**src/rtl/cdu_pkg.sv**
```systemverilog
// -----------------------------------------------------------------------------
// cdu_pkg
// Shared types and constants for the CDU coarse loop.
//   angle_t    : 16-bit angle, 2^16 LSB = 360 degrees
//   state_t    : coarse loop FSM state (TRACK / SLEW)
//   OCTANT_MSB : top bit of the 3-bit octant field in an angle
//   AMBIG_STEP : 180-degree correction applied on a confirmed ambiguity
//   OCTANT_SW  : octant -> active-low DC1..DC8 pattern (bit k-1 drives DCk)
// -----------------------------------------------------------------------------
package cdu_pkg;

    typedef logic [15:0] angle_t;

    typedef enum logic {
        TRACK = 1'b0,
        SLEW  = 1'b1
    } state_t;

    localparam int     OCTANT_MSB = 15;
    localparam angle_t AMBIG_STEP = 16'h8000;

    // One sin switch and one cos switch are pulled low per octant.
    //   o0: DC3,DC5  o1: DC4,DC6  o2: DC2,DC6  o3: DC1,DC5
    //   o4: DC1,DC7  o5: DC2,DC8  o6: DC4,DC8  o7: DC3,DC7
    // Entry 0 is the rightmost element of the concatenation.
    localparam logic [7:0][7:0] OCTANT_SW = {
        8'hBB,  // o7
        8'h77,  // o6
        8'h7D,  // o5
        8'hBE,  // o4
        8'hEE,  // o3
        8'hDD,  // o2
        8'hD7,  // o1
        8'hEB   // o0
    };

    function automatic logic [7:0] octant_switches(input angle_t a);
        return OCTANT_SW[a[OCTANT_MSB -: 3]];
    endfunction

endpackage

```
**src/rtl/coarse_read_counter_if.sv**
```systemverilog
// -----------------------------------------------------------------------------
// coarse_read_counter_if
// Bundles the coarse loop signals between the CDU analog side / computer
// and the read counter.
//   Inputs to the counter : sample, _TLC1H, _ADHI, fine_up, fine_dn,
//                           slew_up, load, load_val
//   Outputs from counter  : count, _DC1.._DC12, cnt_up, cnt_dn, slewing,
//                           dbg_state
// Strobe semantics: sample, fine_up, fine_dn and load are single-cycle
// strobes sampled on the rising clk edge; there is no back-pressure, every
// strobe is consumed in the cycle it is presented. _TLC1H and _ADHI are only
// meaningful in a cycle where sample is high.
// -----------------------------------------------------------------------------
interface coarse_read_counter_if;
    import cdu_pkg::*;

    logic   sample;
    logic   _TLC1H;
    logic   _ADHI;
    logic   fine_up;
    logic   fine_dn;
    logic   slew_up;
    logic   load;
    angle_t load_val;

    angle_t count;
    logic   _DC1, _DC2, _DC3, _DC4, _DC5, _DC6;
    logic   _DC7, _DC8, _DC9, _DC10, _DC11, _DC12;
    logic   cnt_up;
    logic   cnt_dn;
    logic   slewing;
    state_t dbg_state;

    // Driver side (loop electronics / computer / testbench).
    modport master (
        output sample, _TLC1H, _ADHI, fine_up, fine_dn, slew_up, load, load_val,
        input  count, _DC1, _DC2, _DC3, _DC4, _DC5, _DC6,
               _DC7, _DC8, _DC9, _DC10, _DC11, _DC12,
               cnt_up, cnt_dn, slewing, dbg_state
    );

    // Counter side.
    modport slave (
        input  sample, _TLC1H, _ADHI, fine_up, fine_dn, slew_up, load, load_val,
        output count, _DC1, _DC2, _DC3, _DC4, _DC5, _DC6,
               _DC7, _DC8, _DC9, _DC10, _DC11, _DC12,
               cnt_up, cnt_dn, slewing, dbg_state
    );

endinterface

```
**src/rtl/coarse_switch_decode.sv**
```systemverilog
// -----------------------------------------------------------------------------
// coarse_switch_decode
// Registered decode of the read counter into the twelve active-low ladder
// switch drives. Output lags i_count by one clock.
//   clk, rst_n : clock, asynchronous active-low reset
//   i_count    : current read counter
//   o_dc_n     : active-low drives, o_dc_n[k] drives _DCk (k = 1..12)
// -----------------------------------------------------------------------------
module coarse_switch_decode
    import cdu_pkg::*;
(
    input  logic        clk,
    input  logic        rst_n,
    input  angle_t      i_count,
    output logic [12:1] o_dc_n
);

    // Decode of count = 0: octant 0 pattern, DC9 low, DC10..DC12 high.
    localparam logic [12:1] DC_RESET = {1'b1, 1'b1, 1'b1, 1'b0, 8'hEB};

    logic [12:1] w_dc_n;
    logic [12:1] r_dc_n;

    // Reference switches: DC9 follows bit 12 directly, DC10..DC12 are the
    // complements of bits 11..9.
    always_comb begin
        w_dc_n = {~i_count[9], ~i_count[10], ~i_count[11], i_count[12],
                  octant_switches(i_count)};
    end

    always_ff @(posedge clk or negedge rst_n) begin
        if (!rst_n) begin
            r_dc_n <= DC_RESET;
        end else begin
            r_dc_n <= w_dc_n;
        end
    end

    assign o_dc_n = r_dc_n;

endmodule

```
**src/rtl/coarse_read_counter.sv**
```systemverilog
// -----------------------------------------------------------------------------
// coarse_read_counter
// Digital side of the CDU coarse loop. Holds the 16-bit angle read counter,
// drives the coarse ladder switches from it, and closes the loop on the
// sampled threshold (_TLC1H) and ambiguity (_ADHI) signals. Fine-system
// count requests are merged in while tracking.
//   clk, rst_n : clock, asynchronous active-low reset
//   bus        : coarse_read_counter_if.slave (see interface for signals)
// Parameters:
//   SLEW_DIV   : clk cycles between slew steps while slewing
//   SLEW_SHIFT : slew step is 2^SLEW_SHIFT LSB
//   CONFIRM    : consecutive asserted samples needed to slew / correct
// -----------------------------------------------------------------------------
module coarse_read_counter
    import cdu_pkg::*;
#(
    parameter int SLEW_DIV   = 16,
    parameter int SLEW_SHIFT = 6,
    parameter int CONFIRM    = 2
) (
    input  logic                  clk,
    input  logic                  rst_n,
    coarse_read_counter_if.slave  bus
);

    localparam int CW = $clog2(CONFIRM + 1);
    localparam int DW = (SLEW_DIV > 1) ? $clog2(SLEW_DIV) : 1;

    localparam logic [CW-1:0] CONFIRM_C = CW'(CONFIRM);
    localparam logic [DW-1:0] DIV_LAST  = DW'(SLEW_DIV - 1);
    localparam angle_t        SLEW_STEP = angle_t'(1) << SLEW_SHIFT;

    // Registered state
    state_t          r_state;
    logic [CW-1:0]   r_tl_cnt;
    logic [CW-1:0]   r_ad_cnt;
    logic [DW-1:0]   r_div;
    angle_t          r_count;
    logic            r_cnt_up;
    logic            r_cnt_dn;

    // Next-state values
    state_t          w_state_nxt;
    logic [CW-1:0]   w_tl_nxt;
    logic [CW-1:0]   w_ad_nxt;
    logic [DW-1:0]   w_div_nxt;
    angle_t          w_count_nxt;
    logic            w_cnt_up_nxt;
    logic            w_cnt_dn_nxt;

    // Decoded events
    logic [CW-1:0]   w_tl_inc;
    logic [CW-1:0]   w_ad_inc;
    logic            w_ad_fire;
    logic            w_slew_step;
    logic            w_fine_act;
    logic [12:1]     w_dc_n;

    // ------------------------------------------------------------------
    // Event decode
    // ------------------------------------------------------------------
    always_comb begin
        w_tl_inc    = r_tl_cnt + CW'(1);
        w_ad_inc    = r_ad_cnt + CW'(1);
        w_ad_fire   = bus.sample && bus._ADHI && (w_ad_inc == CONFIRM_C);
        w_slew_step = (r_state == SLEW) && (r_div == DIV_LAST);
        // Opposing fine requests in the same cycle cancel out.
        w_fine_act  = (r_state == TRACK) && (bus.fine_up ^ bus.fine_dn);
    end

    // ------------------------------------------------------------------
    // FSM next state, confirm counters and slew divider
    // ------------------------------------------------------------------
    always_comb begin
        w_state_nxt = r_state;
        w_tl_nxt    = r_tl_cnt;
        w_ad_nxt    = r_ad_cnt;
        w_div_nxt   = r_div;

        // Ambiguity confirm count runs in every state.
        if (bus.sample) begin
            if (bus._ADHI) begin
                w_ad_nxt = w_ad_fire ? '0 : w_ad_inc;
            end else begin
                w_ad_nxt = '0;
            end
        end

        case (r_state)
            TRACK: begin
                // Divider held clear so the first slew step lands a full
                // SLEW_DIV cycles after entering SLEW.
                w_div_nxt = '0;
                if (bus.sample) begin
                    if (bus._TLC1H) begin
                        w_tl_nxt = w_tl_inc;
                        if (w_tl_inc == CONFIRM_C) begin
                            w_state_nxt = SLEW;
                        end
                    end else begin
                        w_tl_nxt = '0;
                    end
                end
            end
            SLEW: begin
                w_div_nxt = w_slew_step ? '0 : r_div + DW'(1);
                if (bus.sample && !bus._TLC1H) begin
                    w_state_nxt = TRACK;
                    w_tl_nxt    = '0;
                end
            end
            default: begin
                w_state_nxt = TRACK;
                w_tl_nxt    = '0;
                w_div_nxt   = '0;
            end
        endcase

        // A confirmed ambiguity overrides whatever the threshold path chose.
        if (w_ad_fire) begin
            w_state_nxt = TRACK;
            w_tl_nxt    = '0;
            w_div_nxt   = '0;
        end
    end

    // ------------------------------------------------------------------
    // Counter update: load > ambiguity > slew > fine. Only fine requests
    // produce tracking pulses; the computer is resynced separately for the
    // other update sources.
    // ------------------------------------------------------------------
    always_comb begin
        w_count_nxt  = r_count;
        w_cnt_up_nxt = 1'b0;
        w_cnt_dn_nxt = 1'b0;

        if (bus.load) begin
            w_count_nxt = bus.load_val;
        end else if (w_ad_fire) begin
            w_count_nxt = r_count + AMBIG_STEP;
        end else if (w_slew_step) begin
            w_count_nxt = bus.slew_up ? (r_count + SLEW_STEP)
                                      : (r_count - SLEW_STEP);
        end else if (w_fine_act) begin
            w_count_nxt  = bus.fine_up ? (r_count + angle_t'(1))
                                       : (r_count - angle_t'(1));
            w_cnt_up_nxt = bus.fine_up;
            w_cnt_dn_nxt = bus.fine_dn;
        end
    end

    // ------------------------------------------------------------------
    // State registers
    // ------------------------------------------------------------------
    always_ff @(posedge clk or negedge rst_n) begin
        if (!rst_n) begin
            r_state  <= TRACK;
            r_tl_cnt <= '0;
            r_ad_cnt <= '0;
            r_div    <= '0;
            r_count  <= '0;
            r_cnt_up <= 1'b0;
            r_cnt_dn <= 1'b0;
        end else begin
            r_state  <= w_state_nxt;
            r_tl_cnt <= w_tl_nxt;
            r_ad_cnt <= w_ad_nxt;
            r_div    <= w_div_nxt;
            r_count  <= w_count_nxt;
            r_cnt_up <= w_cnt_up_nxt;
            r_cnt_dn <= w_cnt_dn_nxt;
        end
    end

    // ------------------------------------------------------------------
    // Ladder switch decode
    // ------------------------------------------------------------------
    coarse_switch_decode u_decode (
        .clk     (clk),
        .rst_n   (rst_n),
        .i_count (r_count),
        .o_dc_n  (w_dc_n)
    );

    // ------------------------------------------------------------------
    // Outputs
    // ------------------------------------------------------------------
    assign bus.count     = r_count;
    assign bus.cnt_up    = r_cnt_up;
    assign bus.cnt_dn    = r_cnt_dn;
    assign bus.slewing   = (r_state == SLEW);
    assign bus.dbg_state = r_state;

    assign bus._DC1  = w_dc_n[1];
    assign bus._DC2  = w_dc_n[2];
    assign bus._DC3  = w_dc_n[3];
    assign bus._DC4  = w_dc_n[4];
    assign bus._DC5  = w_dc_n[5];
    assign bus._DC6  = w_dc_n[6];
    assign bus._DC7  = w_dc_n[7];
    assign bus._DC8  = w_dc_n[8];
    assign bus._DC9  = w_dc_n[9];
    assign bus._DC10 = w_dc_n[10];
    assign bus._DC11 = w_dc_n[11];
    assign bus._DC12 = w_dc_n[12];

endmodule

```
**src/flat_wrapper.sv**
```systemverilog
// flat-port wrapper written by rule: the top's interface ports become plain ports
module coarse_read_counter_flat import cdu_pkg::*;
#(
    parameter int SLEW_DIV   = 16,
    parameter int SLEW_SHIFT = 6,
    parameter int CONFIRM    = 2
)
  (clk, rst_n, bus_sample, bus__TLC1H, bus__ADHI, bus_fine_up, bus_fine_dn, bus_slew_up, bus_load, bus_load_val, bus_count, bus__DC1, bus__DC2, bus__DC3, bus__DC4, bus__DC5, bus__DC6, bus__DC7, bus__DC8, bus__DC9, bus__DC10, bus__DC11, bus__DC12, bus_cnt_up, bus_cnt_dn, bus_slewing, bus_dbg_state);
  coarse_read_counter_if bus_i ();
  input  logic clk;
  input  logic rst_n;
  input wire logic [$bits(bus_i.sample)-1:0] bus_sample;
  input wire logic [$bits(bus_i._TLC1H)-1:0] bus__TLC1H;
  input wire logic [$bits(bus_i._ADHI)-1:0] bus__ADHI;
  input wire logic [$bits(bus_i.fine_up)-1:0] bus_fine_up;
  input wire logic [$bits(bus_i.fine_dn)-1:0] bus_fine_dn;
  input wire logic [$bits(bus_i.slew_up)-1:0] bus_slew_up;
  input wire logic [$bits(bus_i.load)-1:0] bus_load;
  input wire logic [$bits(bus_i.load_val)-1:0] bus_load_val;
  output wire logic [$bits(bus_i.count)-1:0] bus_count;
  output wire logic [$bits(bus_i._DC1)-1:0] bus__DC1;
  output wire logic [$bits(bus_i._DC2)-1:0] bus__DC2;
  output wire logic [$bits(bus_i._DC3)-1:0] bus__DC3;
  output wire logic [$bits(bus_i._DC4)-1:0] bus__DC4;
  output wire logic [$bits(bus_i._DC5)-1:0] bus__DC5;
  output wire logic [$bits(bus_i._DC6)-1:0] bus__DC6;
  output wire logic [$bits(bus_i._DC7)-1:0] bus__DC7;
  output wire logic [$bits(bus_i._DC8)-1:0] bus__DC8;
  output wire logic [$bits(bus_i._DC9)-1:0] bus__DC9;
  output wire logic [$bits(bus_i._DC10)-1:0] bus__DC10;
  output wire logic [$bits(bus_i._DC11)-1:0] bus__DC11;
  output wire logic [$bits(bus_i._DC12)-1:0] bus__DC12;
  output wire logic [$bits(bus_i.cnt_up)-1:0] bus_cnt_up;
  output wire logic [$bits(bus_i.cnt_dn)-1:0] bus_cnt_dn;
  output wire logic [$bits(bus_i.slewing)-1:0] bus_slewing;
  output wire logic [$bits(bus_i.dbg_state)-1:0] bus_dbg_state;
  assign bus_i.sample = bus_sample;
  assign bus_i._TLC1H = bus__TLC1H;
  assign bus_i._ADHI = bus__ADHI;
  assign bus_i.fine_up = bus_fine_up;
  assign bus_i.fine_dn = bus_fine_dn;
  assign bus_i.slew_up = bus_slew_up;
  assign bus_i.load = bus_load;
  assign bus_i.load_val = bus_load_val;
  assign bus_count = bus_i.count;
  assign bus__DC1 = bus_i._DC1;
  assign bus__DC2 = bus_i._DC2;
  assign bus__DC3 = bus_i._DC3;
  assign bus__DC4 = bus_i._DC4;
  assign bus__DC5 = bus_i._DC5;
  assign bus__DC6 = bus_i._DC6;
  assign bus__DC7 = bus_i._DC7;
  assign bus__DC8 = bus_i._DC8;
  assign bus__DC9 = bus_i._DC9;
  assign bus__DC10 = bus_i._DC10;
  assign bus__DC11 = bus_i._DC11;
  assign bus__DC12 = bus_i._DC12;
  assign bus_cnt_up = bus_i.cnt_up;
  assign bus_cnt_dn = bus_i.cnt_dn;
  assign bus_slewing = bus_i.slewing;
  assign bus_dbg_state = bus_i.dbg_state;
  coarse_read_counter #(.SLEW_DIV(SLEW_DIV), .SLEW_SHIFT(SLEW_SHIFT), .CONFIRM(CONFIRM)) u_core (.clk(clk), .rst_n(rst_n), .bus(bus_i));
endmodule
```
**config.mk**
```make
export PLATFORM = sky130hd
export DESIGN_NAME = coarse_read_counter_flat
export DESIGN_NICKNAME = d
export VERILOG_FILES = /design/src/rtl/cdu_pkg.sv /design/src/rtl/coarse_read_counter_if.sv /design/src/rtl/coarse_switch_decode.sv /design/src/rtl/coarse_read_counter.sv /design/src/flat_wrapper.sv
export SDC_FILE = /design/constraint.sdc
export NUM_CORES = 1
export LEC_CHECK = 0
export CAP_MARGIN = 20
export CORE_UTILIZATION = 45
export DETAILED_ROUTE_END_ITERATION = 6
export PLACE_DENSITY = 0.78
export SYNTH_ARGS = -nofsm -noshare
export SYNTH_HDL_FRONTEND = slang
export SYNTH_SLANG_ARGS = --single-unit
```
**constraint.sdc**
```tcl
create_clock -name clk -period 1.95 [get_ports clk]
set_input_delay 0.39 -clock clk [delete_from_list [all_inputs] [get_ports clk]]
set_output_delay 0.39 -clock clk [all_outputs]
set_load 0.03 [all_outputs]
```
# After elaboration in Yosys (flattened, before gate mapping)
# Memory sizes are Yosys's and may differ from the RTL's. A register that Yosys moved wholly into a read port is not among the register bits.
# Cells that the tools add are included.
op_classes:
  magnitude_cmp: 1
  muxes: 31
  n_reduce_logical: 9
  n_eq_ne: 5
  n_bitwise: 5
  add_sub_neg: 8
ops:
  columns: ["cell", "n"]
  rows:
  - ["16-bit two-way mux", 6]
  - ["16-bit by 1-bit adder with 16-bit output, second input constant", 1]
  - ["16-bit adder, second input constant", 1]
  - ["16-bit by 7-bit adder with 16-bit output, second input constant", 1]
  - ["16-bit by 1-bit subtractor with 16-bit output, second input constant", 1]
  - ["16-bit by 7-bit subtractor with 16-bit output, second input constant", 1]
  - ["1-bit two-way mux", 13]
  - ["2-bit two-way mux", 6]
  - ["4-bit two-way mux", 2]
  - ["8-bit two-way mux", 1]
  - ["4-bit case mux with 2 select lines", 1]
  - ["1-bit logical AND", 5]
  - ["2-bit by 1-bit adder with 2-bit output, second input constant", 2]
  - ["4-bit by 1-bit adder with 4-bit output, second input constant", 1]
  - ["2-bit == test, second input constant", 2]
  - ["4-bit == test, second input constant", 1]
  - ["3-bit by 4-bit < comparator with 1-bit output, second input constant", 1]
  - ["1-bit NOT", 4]
  - ["2-bit case mux with 2 select lines", 1]
  - ["4-bit nonzero test", 1]
  - ["3-bit by 2-bit inequality test with 1-bit output, second input constant", 1]
  - ["3-bit inequality test, second input constant", 1]
  - ["1-bit zero test", 2]
  - ["1-bit case mux with 2 select lines", 1]
  - ["other kinds (2)", 2]
word_totals:
  regBits: 39
  output_inout_bits: 32
  mem_bits_ro: 64
  elab_cells: 68
  memories: 1
memory_table:
  columns: ["memory", "words", "word_bits", "read_ports", "rd_clocked_by_memory_dff", "write_ports", "line", "text"]
  rows:
  - ["(no name shown)", 8, 8, 1, 1, 0, "cdu_pkg.sv:38", "return OCTANT_SW[a[OCTANT_MSB -: 3]];"]

# Longest topological paths before layout
depth:
  ltp_word: 7
  ltp_mapped: 9
  ltp_nobuf: 8

# Hierarchy
# From an unflattened synthesis, not the netlist that was laid out.
hier_totals:
  cells_unflattened: 351
  area_unflattened_um2: 3113.0
modules_own_cells:
  columns: ["module", "cells_each", "instances", "seq_area_each_um2", "area_per_inst_um2"]
  rows:
  - ["coarse_read_counter", 321, 1, 675.6, 2658.8]
  - ["coarse_switch_decode", 30, 1, 311.5, 454.2]

# Worst setup path before layout
# Ideal clock, no wire load.
synth_path:
  path_kind: "input -> register"
  start: "input port bus_fine_up"
  end: "register u_core.r_count[12] (netlist: u_core.bus.count[12])"
  path_slack_ps: -271
  t_arrival_ps: 2096
  cell_stages: 8
  path_buffers: 0
  cell_sequence: "inv_1 -> ha_1 -> a21o_1 -> a22o_1 -> o31ai_4 -> o21ai_1 -> xnor2_1 -> a21oi_1"
synth_via:
  elab_chain_cells: 5
  elab_cells_between_ends: 8
synth_rtl:
  columns: ["element", "line", "text"]
  rows:
  - ["from (decl)", "flat_wrapper.sv:15", "input wire logic [$bits(bus_i.fine_up)-1:0] bus_fine_up;"]
  - ["16-bit two-way mux", "coarse_read_counter.sv:145", "w_count_nxt = bus.fine_up ? (r_count + angle_t'(1))"]
  - ["16-bit two-way mux", "coarse_read_counter.sv:144", "end else if (w_fine_act) begin"]
  - ["16-bit two-way mux", "coarse_read_counter.sv:141", "end else if (w_slew_step) begin"]
  - ["16-bit two-way mux", "coarse_read_counter.sv:139", "end else if (w_ad_fire) begin"]
  - ["16-bit two-way mux", "coarse_read_counter.sv:137", "if (bus.load) begin"]
  - ["to (signal assigned)", "coarse_read_counter.sv:169", "r_count <= w_count_nxt;"]
  - ["to (decl)", "coarse_read_counter.sv:38", "angle_t r_count;"]
# Several ways; a longest one is shown, not always the timed one. The select of a mux whose other input is x is not followed.
# A chain may end at the register's enable or synchronous reset.

# Worst setup path after layout
layout_path:
  start: "register u_core.r_count[9] (netlist: u_core.bus.count[9])"
  end: "register u_core.r_count[14] (netlist: u_core.bus.count[14])"
layout_via:
  elab_chain_cells: 6
  elab_cells_between_ends: 11
layout_rtl:
  columns: ["element", "line"]
  rows:
  - ["16-bit by 1-bit subtractor with 16-bit output or 16-bit by 1-bit adder with 16-bit output (tied branches)", "coarse_read_counter.sv:146, coarse_read_counter.sv:145"]
  - ["16-bit two-way mux", "coarse_read_counter.sv:145"]
  - ["16-bit two-way mux", "coarse_read_counter.sv:144"]
  - ["16-bit two-way mux", "coarse_read_counter.sv:141"]
  - ["16-bit two-way mux (*)", "coarse_read_counter.sv:139"]
  - ["16-bit two-way mux (*)", "coarse_read_counter.sv:137"]
# Mark *: on every way between the ends. The rest lies on a longest branch, timed or not. The select of a mux whose other input is x is not followed.

==> metrics.cfg <==
[setup_path]
worstPathRequired_ns=2.09
critPathMostFrequentCell=o21ai_1
critical_path_depth=7
crit_family=compound AO/OA/AOI/OAI gates
path_class=reg2reg
cp.arrival_ns=2.22
r2r_end=u_core.bus.count[14]$_DFFE_PN0P_
cp_slowest_stage_delay_ns=0.46
rrSetupSlack_ns=-0.13
critPathLaunch=u_core.bus.count[9]$_DFFE_PN0P_
r2r_start=u_core.bus.count[9]$_DFFE_PN0P_
start_kind=flop
critical_path.endpoint=u_core.bus.count[14]$_DFFE_PN0P_
path_cells=ha_1 -> a21oi_2 -> nand2_1 -> o31ai_4 -> o21ai_1 -> o21ai_1 -> a32oi_1
crit_buf_inv=0
crit_fanout=5
crit_path_end_kind=flop
cp_slowest_cell=dfrtp_1
rr_worst_depth=7

[timing]
fin_crit_sh=1.07
whs_ns=0.137
setup_viol=8
hold_viol_final=0
max_slew_margin=0.596
fin_ws_ns=-0.133
rsz0062_at_grt=yes
maxSlewViolCount=0
fmax_ghz=0.480
worst_pin_slew_ns=0.601
fin_crit_ns=2.08
clock_skew_ns=0.00993

[layout]
drive_gt1_frac=0.338
instances_no_fill=525
nFillCells=415
seq_area_um2=990
diodes=0
areaGrowthSynthToFinish_pct=56.1
multi_input_area_mm2=0.00204
final_design_area_no_fill_mm2=0.00448
nNetsFinal=505

[placed_design]
placed_area_mm2=0.00406
place_inst=508
hpwlAfterDp_um=6450
io_buffer_count=56
place.gp.congestion=0.940

[die]
die-area_mm2=0.00671
ioPinCount=57
std_cell_rows=28
die_h_um=81.9
fp.dieW_um=81.9
initial_utilization=0.477
core_mm2=0.00603

[flow_run]
drv_cap=0

[synth]
synth_top_cells_by_count=dfrtp_1, nand2_1, ha_1
synth_area_mm2=0.00287
ys_seq_area_frac=0.344
syn_nets=368
avgSynthCellArea_um2=9.21
synth_cell_types=60
yosysWarnings=0
async_flop_share=1.00
synth-edff-count=0
synthCells=312
synth_top_area_share=0.261
ys_dominant_reg_cell=dfrtp_1
synth_seq_cells=39
synth_top_cell_by_area=dfrtp_1
synth.area.top_cells=dfrtp_1, ha_1, dfstp_2

[detailed_routing]
via_count=3183
routed_wl_um=9590
wl_per_cell_um=18.3
drt_first_pass_iters=5
drtAntennaViolNets=0
first_iter_violations=251
drc=0
vias_per_cell=6.06

[global_route]
grt_max_degree=40
grt_use_total=0.296
grt_pass1_vias=3218
antenna_found_initial=0
grt_pass1_wl_um=14900
overflow=0

[power]
power_density_mw_per_mm2=1310
irDropWorstVdd_v=0.000772
power.total_mw=5.87
p_leak_nw=2.05

[cts]
cts_hold_buf=0
clock_latency_ns=0.30
clock_sinks=39
clk_pin_slew_ns=0.08
clockRootBuffer=clkbuf_8
htree_num_levels=2
clockBufferDepth=2
cts_buffers=5
cts_tree=yes

[run_status]
status=finished with violations
violations=setup timing

[hold_path]
hp-class=in2async

-- logic make-up after synthesis --
logic type      count (synthesis)  share of synthesized area
xor+xnor                       17                     0.0518
compound gates                102                      0.244
fa+ha+maj                      31                      0.140
flops                          39                      0.344
simple gates                   89                      0.152
buf+inv                        25                     0.0361
mux                             9                     0.0318
-- metal layers --
layer | wire (µm) | vias up | part of all wire | track usage
met5 | 0 | - | 0 | 0
met4 | 373 | 0 | 0.039 | 0.132
met3 | 612 | 42 | 0.064 | 0.0556
met2 | 4860 | 167 | 0.51 | 0.522
met1 | 3740 | 1528 | 0.39 | 0.344
li1 | - | 1446 | - | -
-- flip-flops by register name, indices dropped and copies added, names as in the netlist --
register / count
u_core.bus.cnt_dn: 1
u_core.bus.cnt_up: 1
u_core.bus.count: 16
u_core.bus.dbg_state: 1
u_core.r_ad_cnt: 2
u_core.r_div: 4
u_core.r_tl_cnt: 2
u_core.u_decode.o_dc_n: 12
-- stage by stage --
step            util  setup WS (ns)  TNS, ns
3_3_place_gp   0.674         -0.883   -10.66
2_1_floorplan      -         -0.166   -0.947
5_1_grt        0.744         -0.186    -1.08
4_1_cts        0.720        -0.0951   -0.187
3_5_place_dp   0.674         -0.934   -11.56
6_report       0.744         -0.133   -0.458
-- placed cells by master, fill, tap and decap left out, types with 7 or more instances in the layout --
master           Yosys  layout
nor2_1              12      11
a21oi_2              2       9
inv_1               14      12
ha_4                 0      10
dlymetal6s2s_1       0       8
a21o_1               7       7
nor3_1              10      10
ha_1                29      18
a21oi_1             22      13
dfrtp_1             30      28
dfstp_2              9       9
xnor2_1             13      12
nand2_1             30      30
mux2i_1              8       8
o21ai_1             15      15
clkdlybuf4s50_1      0      45
buf_4                2      84
nand3_1             12      12
-- how the worst min path moves through the flow --
stage,from,endpoint,slack (ns),depth (start not counted)
6_report,rst_n,u_core.r_tl_cnt[1]$_DFFE_PN0P_,0.14,2
3_5_place_dp,rst_n,u_core.r_tl_cnt[1]$_DFFE_PN0P_,0.48,2
3_3_place_gp,u_core.r_ad_cnt[0]$_DFFE_PN0P_,u_core.r_ad_cnt[0]$_DFFE_PN0P_,0.46,1
4_1_cts,rst_n,u_core.r_tl_cnt[1]$_DFFE_PN0P_,0.16,2
5_1_grt,rst_n,u_core.r_tl_cnt[1]$_DFFE_PN0P_,0.17,2
2_1_floorplan,rst_n,u_core.bus.cnt_dn$_DFF_PN0_,0.09,0
-- final cells by class --
cell class	count	area share
repair buffers	141	0.271
well taps	75	0.0209
inverters	14	0.0131
clock inverters	1	0.00112
clock buffers	7	0.0193
flip-flops and latches	39	0.221
multi-input cells	248	0.454
-- report_power, final --
group / internal (mW) / leakage [nW] / switching [mW] / total (mW)
clock: 0.286 / 0.0482 / 0.296 / 0.582
sequential: 1.11 / 0.461 / 0.210 / 1.32
combinational: 1.89 / 1.54 / 2.07 / 3.97
-- timing repair --
item | CTS | global route
setup endpoints to repair | 14 | 17
pin swaps | 24 | 16
gates cloned | 0 | 0
buffers inserted | 7 | 2
gates resized for setup | 32 | 31
(Power assumes the default switching activity.)
